--- config.mk ---
export PLATFORM = sky130hd
export DESIGN_NAME = countdown_round_ctrl_flat
export DESIGN_NICKNAME = d
export VERILOG_FILES = /design/src/rtl/countdown_round_ctrl_pkg.sv /design/src/rtl/countdown_round_ctrl_if.sv /design/src/rtl/countdown_round_ctrl_bcd_down_digit.sv /design/src/rtl/countdown_round_ctrl.sv /design/src/flat_wrapper.sv
export SDC_FILE = /design/constraint.sdc
export NUM_CORES = 1
export LEC_CHECK = 0
export ABC_AREA = 1
export CELL_PAD_IN_SITES_DETAIL_PLACEMENT = 1
export CELL_PAD_IN_SITES_GLOBAL_PLACEMENT = 2
export CORE_MARGIN = 1
export CORE_UTILIZATION = 27
export DETAILED_ROUTE_END_ITERATION = 8
export PLACE_DENSITY = 0.8
export SKIP_LAST_GASP = 1
export SLEW_MARGIN = 10
export SYNTH_ARGS = -nofsm -noshare
export SYNTH_HDL_FRONTEND = slang
export SYNTH_SLANG_ARGS = --single-unit
export TNS_END_PERCENT = 5
--- constraint.sdc ---
create_clock -name clk -period 3.6 [get_ports clk]
set_input_delay 1.08 -clock clk [delete_from_list [all_inputs] [get_ports clk]]
set_output_delay 1.08 -clock clk [all_outputs]
set_load 0.05 [all_outputs]
--- src/rtl/countdown_round_ctrl_pkg.sv ---
// ---------------------------------------------------------------------------
// countdown_round_ctrl_pkg
//   Shared definitions for the round countdown controller:
//     - FSM state encodings and the enum type built on them
//     - digit and load widths
//     - bin_to_bcd(): splits a clamped 0..99 seconds value into two BCD digits
// ---------------------------------------------------------------------------
package countdown_round_ctrl_pkg;

  localparam logic [1:0] ST_IDLE   = 2'd0;
  localparam logic [1:0] ST_RUN    = 2'd1;
  localparam logic [1:0] ST_PAUSED = 2'd2;
  localparam logic [1:0] ST_DONE   = 2'd3;

  localparam int BCD_W      = 4;
  localparam int LOAD_W     = 7;
  localparam int NUM_DIGITS = 3;  // tenths, ones, tens

  typedef enum logic [1:0] {
    S_IDLE   = ST_IDLE,
    S_RUN    = ST_RUN,
    S_PAUSED = ST_PAUSED,
    S_DONE   = ST_DONE
  } state_t;

  // Caller guarantees v <= 99, so both quotient and remainder fit a BCD digit.
  function automatic logic [2*BCD_W-1:0] bin_to_bcd(input logic [LOAD_W-1:0] v);
    logic [BCD_W-1:0] tens;
    logic [BCD_W-1:0] ones;
    tens = BCD_W'(v / LOAD_W'(10));
    ones = BCD_W'(v % LOAD_W'(10));
    return {tens, ones};
  endfunction

endpackage

--- src/rtl/countdown_round_ctrl_if.sv ---
// ---------------------------------------------------------------------------
// countdown_round_ctrl_if
//   Control/status bundle between round logic and the countdown controller.
//   master : drives tick_100ms, start, pause, clear, load_sec; reads status
//   slave  : the controller; reads controls, drives timer_enable, the three
//            BCD digits (SS.t), running, done and the expired pulse
// ---------------------------------------------------------------------------
interface countdown_round_ctrl_if;
  import countdown_round_ctrl_pkg::*;

  logic              tick_100ms;
  logic              start;
  logic              pause;
  logic              clear;
  logic [LOAD_W-1:0] load_sec;

  logic              timer_enable;
  logic [BCD_W-1:0]  sec_tens;
  logic [BCD_W-1:0]  sec_ones;
  logic [BCD_W-1:0]  tenths;
  logic              running;
  logic              done;
  logic              expired;

  modport master (
    output tick_100ms, start, pause, clear, load_sec,
    input  timer_enable, sec_tens, sec_ones, tenths, running, done, expired
  );

  modport slave (
    input  tick_100ms, start, pause, clear, load_sec,
    output timer_enable, sec_tens, sec_ones, tenths, running, done, expired
  );

endinterface

--- src/rtl/countdown_round_ctrl_bcd_down_digit.sv ---
// ---------------------------------------------------------------------------
// bcd_down_digit
//   One registered BCD digit that counts down with borrow.
//   clk, rst    : clock, synchronous active-high reset (digit -> 0)
//   load        : load load_val this edge (wins over decrement)
//   load_val    : BCD value to load
//   dec_en      : global decrement enable for the chain
//   borrow_in   : lower digit requests a borrow (tie 1 on the lowest digit)
//   borrow_out  : this digit is 0 and must borrow from the next digit up
//   digit       : current BCD value
//   zero        : current value is 0
// ---------------------------------------------------------------------------
module bcd_down_digit
  import countdown_round_ctrl_pkg::*;
(
  input  logic             clk,
  input  logic             rst,
  input  logic             load,
  input  logic [BCD_W-1:0] load_val,
  input  logic             dec_en,
  input  logic             borrow_in,
  output logic             borrow_out,
  output logic [BCD_W-1:0] digit,
  output logic             zero
);

  logic [BCD_W-1:0] digit_reg;
  logic [BCD_W-1:0] digit_next;

  assign zero       = (digit_reg == '0);
  // Borrow ripples upward only through digits that are already 0.
  assign borrow_out = borrow_in & zero;
  assign digit      = digit_reg;

  always_comb begin
    digit_next = digit_reg;
    if (load) begin
      digit_next = load_val;
    end else if (dec_en && borrow_in) begin
      // 0 wraps to 9; the caller stops decrementing at 00.0 so the top
      // digit never actually wraps.
      digit_next = zero ? BCD_W'(9) : digit_reg - BCD_W'(1);
    end
  end

  always_ff @(posedge clk) begin
    if (rst) begin
      digit_reg <= '0;
    end else begin
      digit_reg <= digit_next;
    end
  end

endmodule

--- src/rtl/countdown_round_ctrl.sv ---
// ---------------------------------------------------------------------------
// countdown_round_ctrl
//   Round timer: loads whole seconds, counts down in tenths on each 100 ms
//   tick, shows SS.t as BCD digits and pulses expired when it reaches 00.0.
//   Parameter MAX_SECONDS (1..99) clamps the loaded value.
//   clk, rst : clock, synchronous active-high reset
//   bus      : countdown_round_ctrl_if.slave
//              in : tick_100ms, start, pause (level), clear, load_sec
//              out: timer_enable (drives upstream timer), sec_tens,
//                   sec_ones, tenths, running, done, expired
//   All outputs come straight from registers.
// ---------------------------------------------------------------------------
module countdown_round_ctrl
  import countdown_round_ctrl_pkg::*;
#(
  parameter int MAX_SECONDS = 99
) (
  input  logic                   clk,
  input  logic                   rst,
  countdown_round_ctrl_if.slave  bus
);

  localparam logic [LOAD_W-1:0] MAX_V = LOAD_W'(MAX_SECONDS);

  state_t            state_reg;
  state_t            state_next;
  logic              timer_enable_reg;
  logic              running_reg;
  logic              done_reg;
  logic              expired_reg;
  logic              expired_next;

  logic [LOAD_W-1:0]    load_clamped;
  logic [2*BCD_W-1:0]   load_bcd;

  // Digit chain, index 0 = tenths, 1 = ones, 2 = tens.
  logic                 digit_load;
  logic                 digit_dec;
  logic [BCD_W-1:0]     digit_load_val [NUM_DIGITS];
  logic [BCD_W-1:0]     digit_q        [NUM_DIGITS];
  logic                 zero_q         [NUM_DIGITS];
  logic [NUM_DIGITS:0]  borrow;

  logic                 count_is_zero;
  logic                 last_tick;

  assign load_clamped = (bus.load_sec > MAX_V) ? MAX_V : bus.load_sec;
  assign load_bcd     = bin_to_bcd(load_clamped);

  // The lowest digit always "borrows" when a decrement is enabled; a borrow
  // falling off the top of the chain means every digit is already 0.
  assign borrow[0]     = 1'b1;
  assign count_is_zero = borrow[NUM_DIGITS];

  // The current count is 00.1, so this decrement lands exactly on 00.0.
  assign last_tick = zero_q[2] && zero_q[1] && (digit_q[0] == BCD_W'(1));

  generate
    for (genvar gi = 0; gi < NUM_DIGITS; gi++) begin : g_digit
      bcd_down_digit u_digit (
        .clk        (clk),
        .rst        (rst),
        .load       (digit_load),
        .load_val   (digit_load_val[gi]),
        .dec_en     (digit_dec),
        .borrow_in  (borrow[gi]),
        .borrow_out (borrow[gi+1]),
        .digit      (digit_q[gi]),
        .zero       (zero_q[gi])
      );
    end
  endgenerate

  // Next-state and datapath control. Priority: clear > start > pause > tick.
  always_comb begin
    state_next   = state_reg;
    expired_next = 1'b0;
    digit_load   = 1'b0;
    digit_dec    = 1'b0;
    for (int i = 0; i < NUM_DIGITS; i++) begin
      digit_load_val[i] = '0;
    end

    if (bus.clear) begin
      // Loading all-zero digits aborts the count with no expiry pulse.
      state_next = S_IDLE;
      digit_load = 1'b1;
    end else if (bus.start) begin
      // Restart from any state; a tick in the same cycle is dropped.
      digit_load        = 1'b1;
      digit_load_val[1] = load_bcd[BCD_W-1:0];
      digit_load_val[2] = load_bcd[2*BCD_W-1:BCD_W];
      if (load_clamped == '0) begin
        state_next   = S_DONE;
        expired_next = 1'b1;
      end else if (bus.pause) begin
        state_next = S_PAUSED;
      end else begin
        state_next = S_RUN;
      end
    end else begin
      case (state_reg)
        S_RUN: begin
          if (bus.pause) begin
            state_next = S_PAUSED;
          end else if (bus.tick_100ms && !count_is_zero) begin
            digit_dec = 1'b1;
            if (last_tick) begin
              state_next   = S_DONE;
              expired_next = 1'b1;
            end
          end
        end
        S_PAUSED: begin
          if (!bus.pause) begin
            state_next = S_RUN;
          end
        end
        default: begin
          // IDLE and DONE wait for start/clear; ticks are ignored.
        end
      endcase
    end
  end

  // Status outputs are registered from state_next so they line up with the
  // state they describe (timer_enable drops the cycle after pause/clear/expiry).
  always_ff @(posedge clk) begin
    if (rst) begin
      state_reg        <= S_IDLE;
      timer_enable_reg <= 1'b0;
      running_reg      <= 1'b0;
      done_reg         <= 1'b0;
      expired_reg      <= 1'b0;
    end else begin
      state_reg        <= state_next;
      timer_enable_reg <= (state_next == S_RUN);
      running_reg      <= (state_next == S_RUN) || (state_next == S_PAUSED);
      done_reg         <= (state_next == S_DONE);
      expired_reg      <= expired_next;
    end
  end

  assign bus.timer_enable = timer_enable_reg;
  assign bus.running      = running_reg;
  assign bus.done         = done_reg;
  assign bus.expired      = expired_reg;
  assign bus.tenths       = digit_q[0];
  assign bus.sec_ones     = digit_q[1];
  assign bus.sec_tens     = digit_q[2];

endmodule

--- src/flat_wrapper.sv ---
// flat-port wrapper written by rule: the top's interface ports become plain ports
module countdown_round_ctrl_flat import countdown_round_ctrl_pkg::*;
#(
  parameter int MAX_SECONDS = 99
)
  (clk, rst, bus_tick_100ms, bus_start, bus_pause, bus_clear, bus_load_sec, bus_timer_enable, bus_sec_tens, bus_sec_ones, bus_tenths, bus_running, bus_done, bus_expired);
  countdown_round_ctrl_if bus_i ();
  input  logic clk;
  input  logic rst;
  input wire logic [$bits(bus_i.tick_100ms)-1:0] bus_tick_100ms;
  input wire logic [$bits(bus_i.start)-1:0] bus_start;
  input wire logic [$bits(bus_i.pause)-1:0] bus_pause;
  input wire logic [$bits(bus_i.clear)-1:0] bus_clear;
  input wire logic [$bits(bus_i.load_sec)-1:0] bus_load_sec;
  output wire logic [$bits(bus_i.timer_enable)-1:0] bus_timer_enable;
  output wire logic [$bits(bus_i.sec_tens)-1:0] bus_sec_tens;
  output wire logic [$bits(bus_i.sec_ones)-1:0] bus_sec_ones;
  output wire logic [$bits(bus_i.tenths)-1:0] bus_tenths;
  output wire logic [$bits(bus_i.running)-1:0] bus_running;
  output wire logic [$bits(bus_i.done)-1:0] bus_done;
  output wire logic [$bits(bus_i.expired)-1:0] bus_expired;
  assign bus_i.tick_100ms = bus_tick_100ms;
  assign bus_i.start = bus_start;
  assign bus_i.pause = bus_pause;
  assign bus_i.clear = bus_clear;
  assign bus_i.load_sec = bus_load_sec;
  assign bus_timer_enable = bus_i.timer_enable;
  assign bus_sec_tens = bus_i.sec_tens;
  assign bus_sec_ones = bus_i.sec_ones;
  assign bus_tenths = bus_i.tenths;
  assign bus_running = bus_i.running;
  assign bus_done = bus_i.done;
  assign bus_expired = bus_i.expired;
  countdown_round_ctrl #(.MAX_SECONDS(MAX_SECONDS)) u_core (.clk(clk), .rst(rst), .bus(bus_i));
endmodule
==> results of run 1 <==
worst max-delay path: cells and delay by family:
kind	cells	cell delay [ns]
buffers and inverters	3	0.65
adders and majority gates	2	0.42
AOI/OAI and AO/OA	2	0.31
and+or+nand+nor	16	1.07
layout make-up:
class                   instances  area share (%)
multi-input cells             163            46.9
clock buffers                   4            2.77
inverters                      42            7.94
repair buffers                 43            19.8
well taps                      70            4.41
flip-flops and latches         18            18.2
kinds of logic (layout without fill, tap and decap cells):
logic type                 after synthesis  count (layout)  synth area share, %
and+or+nand+nor                        112             112                 40.7
AOI/OAI and AO/OA                       44              44                 17.6
adders and majority gates                6               6                 5.19
buffers and inverters                   42              89                 10.9
muxes                                    1               1                0.692
DFF                                     18              18                 24.9
layer usage:
metal / part of all wire, % / wire length (um)
met1: 51 / 1960
met2: 46 / 1750
met3: 3.3 / 126
met4: 0 / 0
met5: 0 / 0
timing repair:
item | in CTS | in global routing
gates resized for setup | 0 | 1
hold endpoints to repair | 0 | 0
hold buffers | 0 | 0
setup endpoints to repair | 0 | 2
cell usage in the layout, fill, tap and decap left out, types with 2 or more instances in the layout:
master,n
clkdlybuf4s50_1,28
nand2_2,12
buf_4,15
nand2_1,38
clkbuf_8,4
inv_2,4
clkinv_1,2
nor2_4,2
nand3_2,2
nor3_2,3
nand4_1,4
nor2_1,24
inv_1,36
dfxtp_1,18
ha_1,5
a21oi_1,16
nor3_1,2
o31ai_1,2
nor2_2,7
nand3_1,12
o21ai_0,18
stage by stage:
| stage | total power, mW | worst slack (ns) |
|---|---|---|
| floorplan | 0.378 | 0.510 |
| global placement | 0.461 | 0.0253 |
| detailed placement | 0.464 | -0.0674 |
| CTS | 0.640 | 0.197 |
| global route | 0.672 | 0.0276 |
| finish | 0.629 | 0.265 |
power by group through the flow:
stage / sequential, mW / clock, mW / combinational (mW)
3_3_place_gp: 0.223 / 0 / 0.237
2_1_floorplan: 0.251 / 0 / 0.127
5_1_grt: 0.220 / 0.186 / 0.265
6_report: 0.219 / 0.172 / 0.238
3_5_place_dp: 0.223 / 0 / 0.241
4_1_cts: 0.219 / 0.179 / 0.242
how the worst min path moves through the flow:
| stage | end | slack (ns) | depth (start not counted) |
|---|---|---|---|
| CTS | u_core.g_digit[0].u_digit.digit[2] | 0.51 | 2 |
| floorplan | u_core.state_reg[0] | 0.64 | 4 |
| detailed placement | u_core.g_digit[0].u_digit.digit[2] | 0.50 | 2 |
| finish | u_core.g_digit[0].u_digit.digit[2] | 0.50 | 2 |
| global placement | u_core.g_digit[0].u_digit.digit[2] | 0.50 | 2 |
| global route | u_core.g_digit[0].u_digit.digit[2] | 0.54 | 2 |
==> summary.md, run 1 <==
| Metric | Value |
|---|---|
| R2r setup slk | 1.33 ns |
| Register Area | 360 sq um |
| Hold Path Class | register to register |
| Num CTS Buffers | 3 |
| Hold slack | 0.500 ns |
| FMAX | 300 MHz |
| Synth Area per Inst | 6.49 sq um |
| Die Area | 5650 sq um |
| Final Setup Violations | 0 |
| Internal power | 403 uW |
| Critical path type | primary input to register |
| Share of layout cells above drive strength 1 | 21.5% |
| Clock transition at path regs | 0.07 ns |
| Startpoint Class | primary input |
| Bufs on Longest Clock Path | 2 |
| Outcome | complete, no violations |
| Final std cells w/o fill | 340 |
| Cells after synthesis | 223 |
| H-tree depth | 1 |
| Syn Nets | 242 |
| Io pins | 29 |
| Final Slew Violations | 0 |
| Most instantiated library cell after synthesis | nand2_1 |
| Unrepaired setup endpoints after global routing | no |
| Worst Setup End Kind | register |
| Clock Tree Root | clkbuf_8 |
| CTS tree | built |
| WL per Instance | 11.3 um |
| Period utilization | 92.6% |
| Hold path startpoint | u_core.g_digit[0].u_digit.digit[2] |
| Yosys warns | 0 |
| Leak | 0.918 nW |
| Layout Nets | 290 |
| CP Cell Sequence | clkdlybuf4s50_1 -> nor2_2 -> nand2_1 -> nand2_2 -> inv_1 -> nor2_2 -> ha_1 -> o21ai_4 -> nand3_4 -> nand2_2 -> nand3_2 -> nand2_2 -> nand2_2 -> nand2_1 -> nand2_1 -> inv_1 -> ha_2 -> nand2_2 -> nand2_4 -> nand2_2 -> nand2_1 -> nand3_1 -> a21oi_1 |
| Worst-margin pin slew | 0.504 ns |
| Routed WL | 3840 um |
| Share of flip-flops with an asynchronous set or reset | 0% |
| Share of Yosys cell area claimed by the top area cell type | 24.9% |
| Area Growth Syn to Fin | 37.2% |
| Switching Share | 36.0% |
| Max reg flops | 12 |
| Multi-input logic area | 931 sq um |
| Diodes inserted | 0 |
| Minimum clock period | 3.33 ns |
| Post-CTS setup buffer count | 0 |
| Netlist cell types | 33 |
| Buffers on Ports | 28 |
| Met1 Use GR | 20.5% |
| Met2 usage | 23.9% |
| # DRC | 0 |
| Seq/Total Area, Yosys | 24.9% |
| Core Rows | 26 |
| Starting Density | 28.1% |
| Relative slew slack | 66.2% |
| Busiest grt layer | met2 |
| DR iter-0 viols | 51 |
| Met3 Usage GRT | 3.08% |
| All-layer global routing usage | 14.7% |
| Largest net degree at the start of global routing | 11 |
| Antenna violations before repair | 0 |
| Core Footprint | 5140 sq um |
| Critical Path RT | 3.80 ns |
| Post-route ant nets | 0 |
| Final hold viol count | 0 |
| Vias in the first global route | 1457 |
| Crit path largest cell delay | 0.50 ns |
| FF-to-FF End | u_core.bus.running |
| Reg2reg start | u_core.g_digit[2].u_digit.digit[0] |
| Cell area after layout | 1980 sq um |
| Synth top cells by count | 38 x nand2_1, 36 x inv_1, 24 x nor2_1 |
| MaxCap Viol Count | 0 |
| Number of instances in the placed design | 336 |
| Via density | 4.57 |
| First-pass GRT wire length | 6480 um |
| Die Wd | 75.2 um |
| Pre-Repair DR Iteration Count | 4 |
| GR Overflow Total | 0 |
| Die H | 75.2 um |
| Top area cells in the synthesized netlist | dfxtp_1 25%, nand2_1 9.9%, inv_1 9.3%, o21ai_0 6.2%, nor2_1 6.2% |
| Post-DP HPWL | 3190 um |
| TNS Setup | 0 ns |
| Clk sink count | 18 |
| Prevailing post-synth register cell | dfxtp_1 |
| DR vias | 1553 |
| Clock share of power | 27.3% |
| Worst setup startpoint | bus_load_sec[2] |
| Slowest stage cell, crit path | clkdlybuf4s50_1 |
| Psw | 227 uW |
| Placement Cell Area | 1930 sq um |
| Power Density | 317 nW/um^2 |
| Fin util | 38.6% |
| Yosys reg bits | 18 |
| RePlAce Congestion | 0.708 |
| CP endpoint | u_core.g_digit[1].u_digit.digit[1] |
| Mapped Area | 1450 sq um |
| Most common cell on crit path | nand2_2 |
| Combinational Power Share | 37.9% |
| Peak supply drop | 0.155 mV |
| Fill cells | 715 |
| Clk_lat worst skew | 0.26 ns |
| Cell taking the most area after synthesis | dfxtp_1 |
| Number of synthesized flops with an enable pin | 0 |
| Worst Path Arrival | 3.53 ns |
| Sequential share of power | 34.8% |
| Worst reg-to-reg path cell count | 12 |
| CP max FO | 4 |
| Final Skew | 0.000862 ns |
Power figures use the tool's default switching activity.
==> run 2, diff against run 1 <==
CORE_UTILIZATION = 28   (was 27)
CTS_BUF_LIST = sky130_fd_sc_hd__clkbuf_4   (was default)
PLACE_DENSITY = 0.82   (was 0.8)
==> summary.md, run 2 (same netlist as run 1, synthesis figures left out) <==
| Metric | Value |
|---|---|
| Via density | 4.54 (-0.51%) |
| Max reg flops | 12 (unchanged) |
| RePlAce Congestion | 0.775 (+9.4%) |
| Final Slew Violations | 0 (unchanged) |
| Area Growth Syn to Fin | 35.3% |
| Final setup margin | 0.311 ns (+0.0461 ns) |
| Psw | 221 uW (-2.3%) |
| Period utilization | 91.4% (-1.3 points) |
| DR iter-0 viols | 50 (-2.0%) |
| Combinational Power Share | 42.1% (+4.2 points) |
| Most common cell after layout, fill and taps aside | nand2_1 |
| Hold Path Class | register to register |
| FMAX | 304 MHz (+1.4%) |
| Sequential share of power | 38.5% (+3.7 points) |
| Crit path largest cell delay | 0.50 ns (about the same) |
| Core Footprint | 4850 sq um (-5.7%) |
| Final hold viol count | 0 (unchanged) |
| Placement Cell Area | 1930 sq um (+0.19%) |
| Starting Density | 29.8% (+1.7 points) |
| CP Cell Sequence | clkdlybuf4s50_1 -> nor2_2 -> nand2_1 -> nand2_2 -> inv_1 -> nor2_2 -> ha_1 -> o21ai_4 -> nand3_4 -> nand3_1 -> nand2_2 -> inv_2 -> nand2_2 -> nand2_1 -> nand2_1 -> inv_1 -> ha_1 -> nand2_2 -> nand2_4 -> nand2_2 -> nand2_1 -> nand3_1 -> a21oi_1 |
| Startpoint Class | primary input |
| Post-cts sizing count | 0 (unchanged) |
| CTS Hold Bufs | 0 (unchanged) |
| Final Skew | 0.00827 ns (+0.00741 ns) |
| Worst reg-to-reg path cell count | 12 (unchanged) |
| Share of layout cells above drive strength 1 | 21.0% (-0.45 points) |
| Die Wd | 73.9 um (-1.8%) |
| Clock share of power | 19.5% (-7.8 points) |
| Clk_lat worst skew | 0.31 ns (+0.05 ns) |
| Worst Setup End Kind | register |
| Peak supply drop | 0.187 mV (+21%) |
| CP max FO | 4 (unchanged) |
| Largest net degree at the start of global routing | 11 (unchanged) |
| Tot Pwr | 568 uW (-9.8%) |
| Placement Setup Slack | -0.0476 ns (+0.0198 ns) |
| Final std cells w/o fill | 338 (-0.59%) |
| Die H | 73.9 um (-1.8%) |
| Number of instances in the placed design | 334 (-0.60%) |
| Routed WL | 3820 um (-0.52%) |
| Die Area | 5460 sq um (-3.5%) |
| GR Overflow Total | 0 (unchanged) |
| Pre-Repair DR Iteration Count | 4 (unchanged) |
| DR vias | 1536 (-1.1%) |
| Slowest stage cell, crit path | clkdlybuf4s50_1 |
| Layout Nets | 291 (+0.34%) |
| Post-CTS setup buffer count | 0 (unchanged) |
| Bufs on Longest Clock Path | 2 (unchanged) |
| Hold slack | 0.506 ns (+0.00561 ns) |
| CTS tree | built |
| All-layer global routing usage | 15.9% (+1.2 points) |
| Minimum clock period | 3.29 ns (-0.0461 ns) |
| Clk sink count | 18 (unchanged) |
| Post-route ant nets | 0 (unchanged) |
| Critical Path RT | 3.85 ns (+0.05 ns) |
| Buffers on Ports | 28 (unchanged) |
| Post-DP HPWL | 3240 um (+1.5%) |
| First-pass GRT wire length | 6710 um (+3.6%) |
| Worst-margin pin slew | 0.511 ns (+0.00730 ns) |
| Most common cell on crit path | nand2_2 |
| Final Setup Violations | 0 (unchanged) |
| H-tree depth | 1 (unchanged) |
| Worst Path Arrival | 3.54 ns (about the same) |
| Outcome | complete, no violations |
| Cell area after layout | 1960 sq um (-1.4%) |
| Diodes inserted | 0 (unchanged) |
| MaxCap Viol Count | 0 (unchanged) |
| WL per Instance | 11.3 um (about the same) |
| Relative slew slack | 65.8% (-0.34 points) |
| Clock transition at path regs | 0.12 ns (+0.05 ns) |
| Antenna violations before repair | 0 (unchanged) |
| Vias in the first global route | 1538 (+5.6%) |
| Switching Share | 39.0% (+3.0 points) |
| Core Rows | 25 (-3.8%) |
| # DRC | 0 (unchanged) |
| Io pins | 29 (unchanged) |
| Most frequent cells in the layout | 38 x nand2_1, 36 x inv_1, 28 x clkdlybuf4s50_1 |
| Leak | 0.911 nW (-0.72%) |
| Unrepaired setup endpoints after global routing | no |
| Hold depth | 2 (unchanged) |
| Internal power | 346 uW (-14%) |
| Num CTS Buffers | 3 (unchanged) |
| Critical path type | primary input to register |
| Power Density | 290 nW/um^2 (-8.5%) |
| Clock Tree Root | clkbuf_4 |
## run 2: cell types whose count changed in the layout (fill, tap and decap cells not counted)
cell | before | now
clkbuf_8 | 4 | 0
clkbuf_4 | 0 | 3
buf_4 | 15 | 16
clkinv_1 | 2 | 3
ha_1 | 5 | 6
ha_2 | 1 | 0
## run 2: final timing paths
path / from / endpoint / slack [ns]
hold / removal: u_core.g_digit[0].u_digit.digit[2] / u_core.g_digit[0].u_digit.digit[2] / 0.51
setup reg to reg: u_core.g_digit[2].u_digit.digit[0] / u_core.bus.running / 1.26
hold reg to reg: u_core.g_digit[0].u_digit.digit[2] / u_core.g_digit[0].u_digit.digit[2] / 0.51
setup / recovery: bus_load_sec[2] / u_core.g_digit[1].u_digit.digit[1] / 0.31
## run 2: worst max-delay path: cells and delay by family
family,cells,cell delay [ns]
buffers and inverters,4,0.71
AND/OR/NAND/NOR,15,0.99
AO/OA/AOI/OAI,2,0.32
adder cells (fa/ha/maj),2,0.42
## run 2: through the flow
step	setup TNS [ns]	util (%)
after floorplan	0	-
after global placement	0	39.8
after detailed placement	-0.0938	39.8
after CTS	0	40.4
after global routing	0	40.4
final	0	40.4
## run 2: routing by layer
metal	vias up	GRT usage (%)	part of all wire [%]
met5	-	0	0
met4	0	1.92	0.42
met3	2	3.57	2.5
met2	18	27.7	48
met1	698	20.4	49
li1	818	-	-
## run 2: power groups by stage
stage / registers [mW] / logic, mW / clock network, mW
2_1_floorplan: 0.251 / 0.127 / 0
3_3_place_gp: 0.223 / 0.238 / 0
3_5_place_dp: 0.223 / 0.241 / 0
4_1_cts: 0.219 / 0.243 / 0.117
5_1_grt: 0.221 / 0.267 / 0.121
6_report: 0.218 / 0.239 / 0.111
## run 2: cell type report
class | instances | area [sq um]
Fill cell | 637 | 2890
Multi-Input combinational cell | 163 | 928
Tap cell | 67 | 83.8
Clock buffer | 3 | 22.5
Clock inverter | 1 | 3.75
Inverter | 42 | 158
Timing Repair Buffer | 44 | 400
Sequential cell | 18 | 360
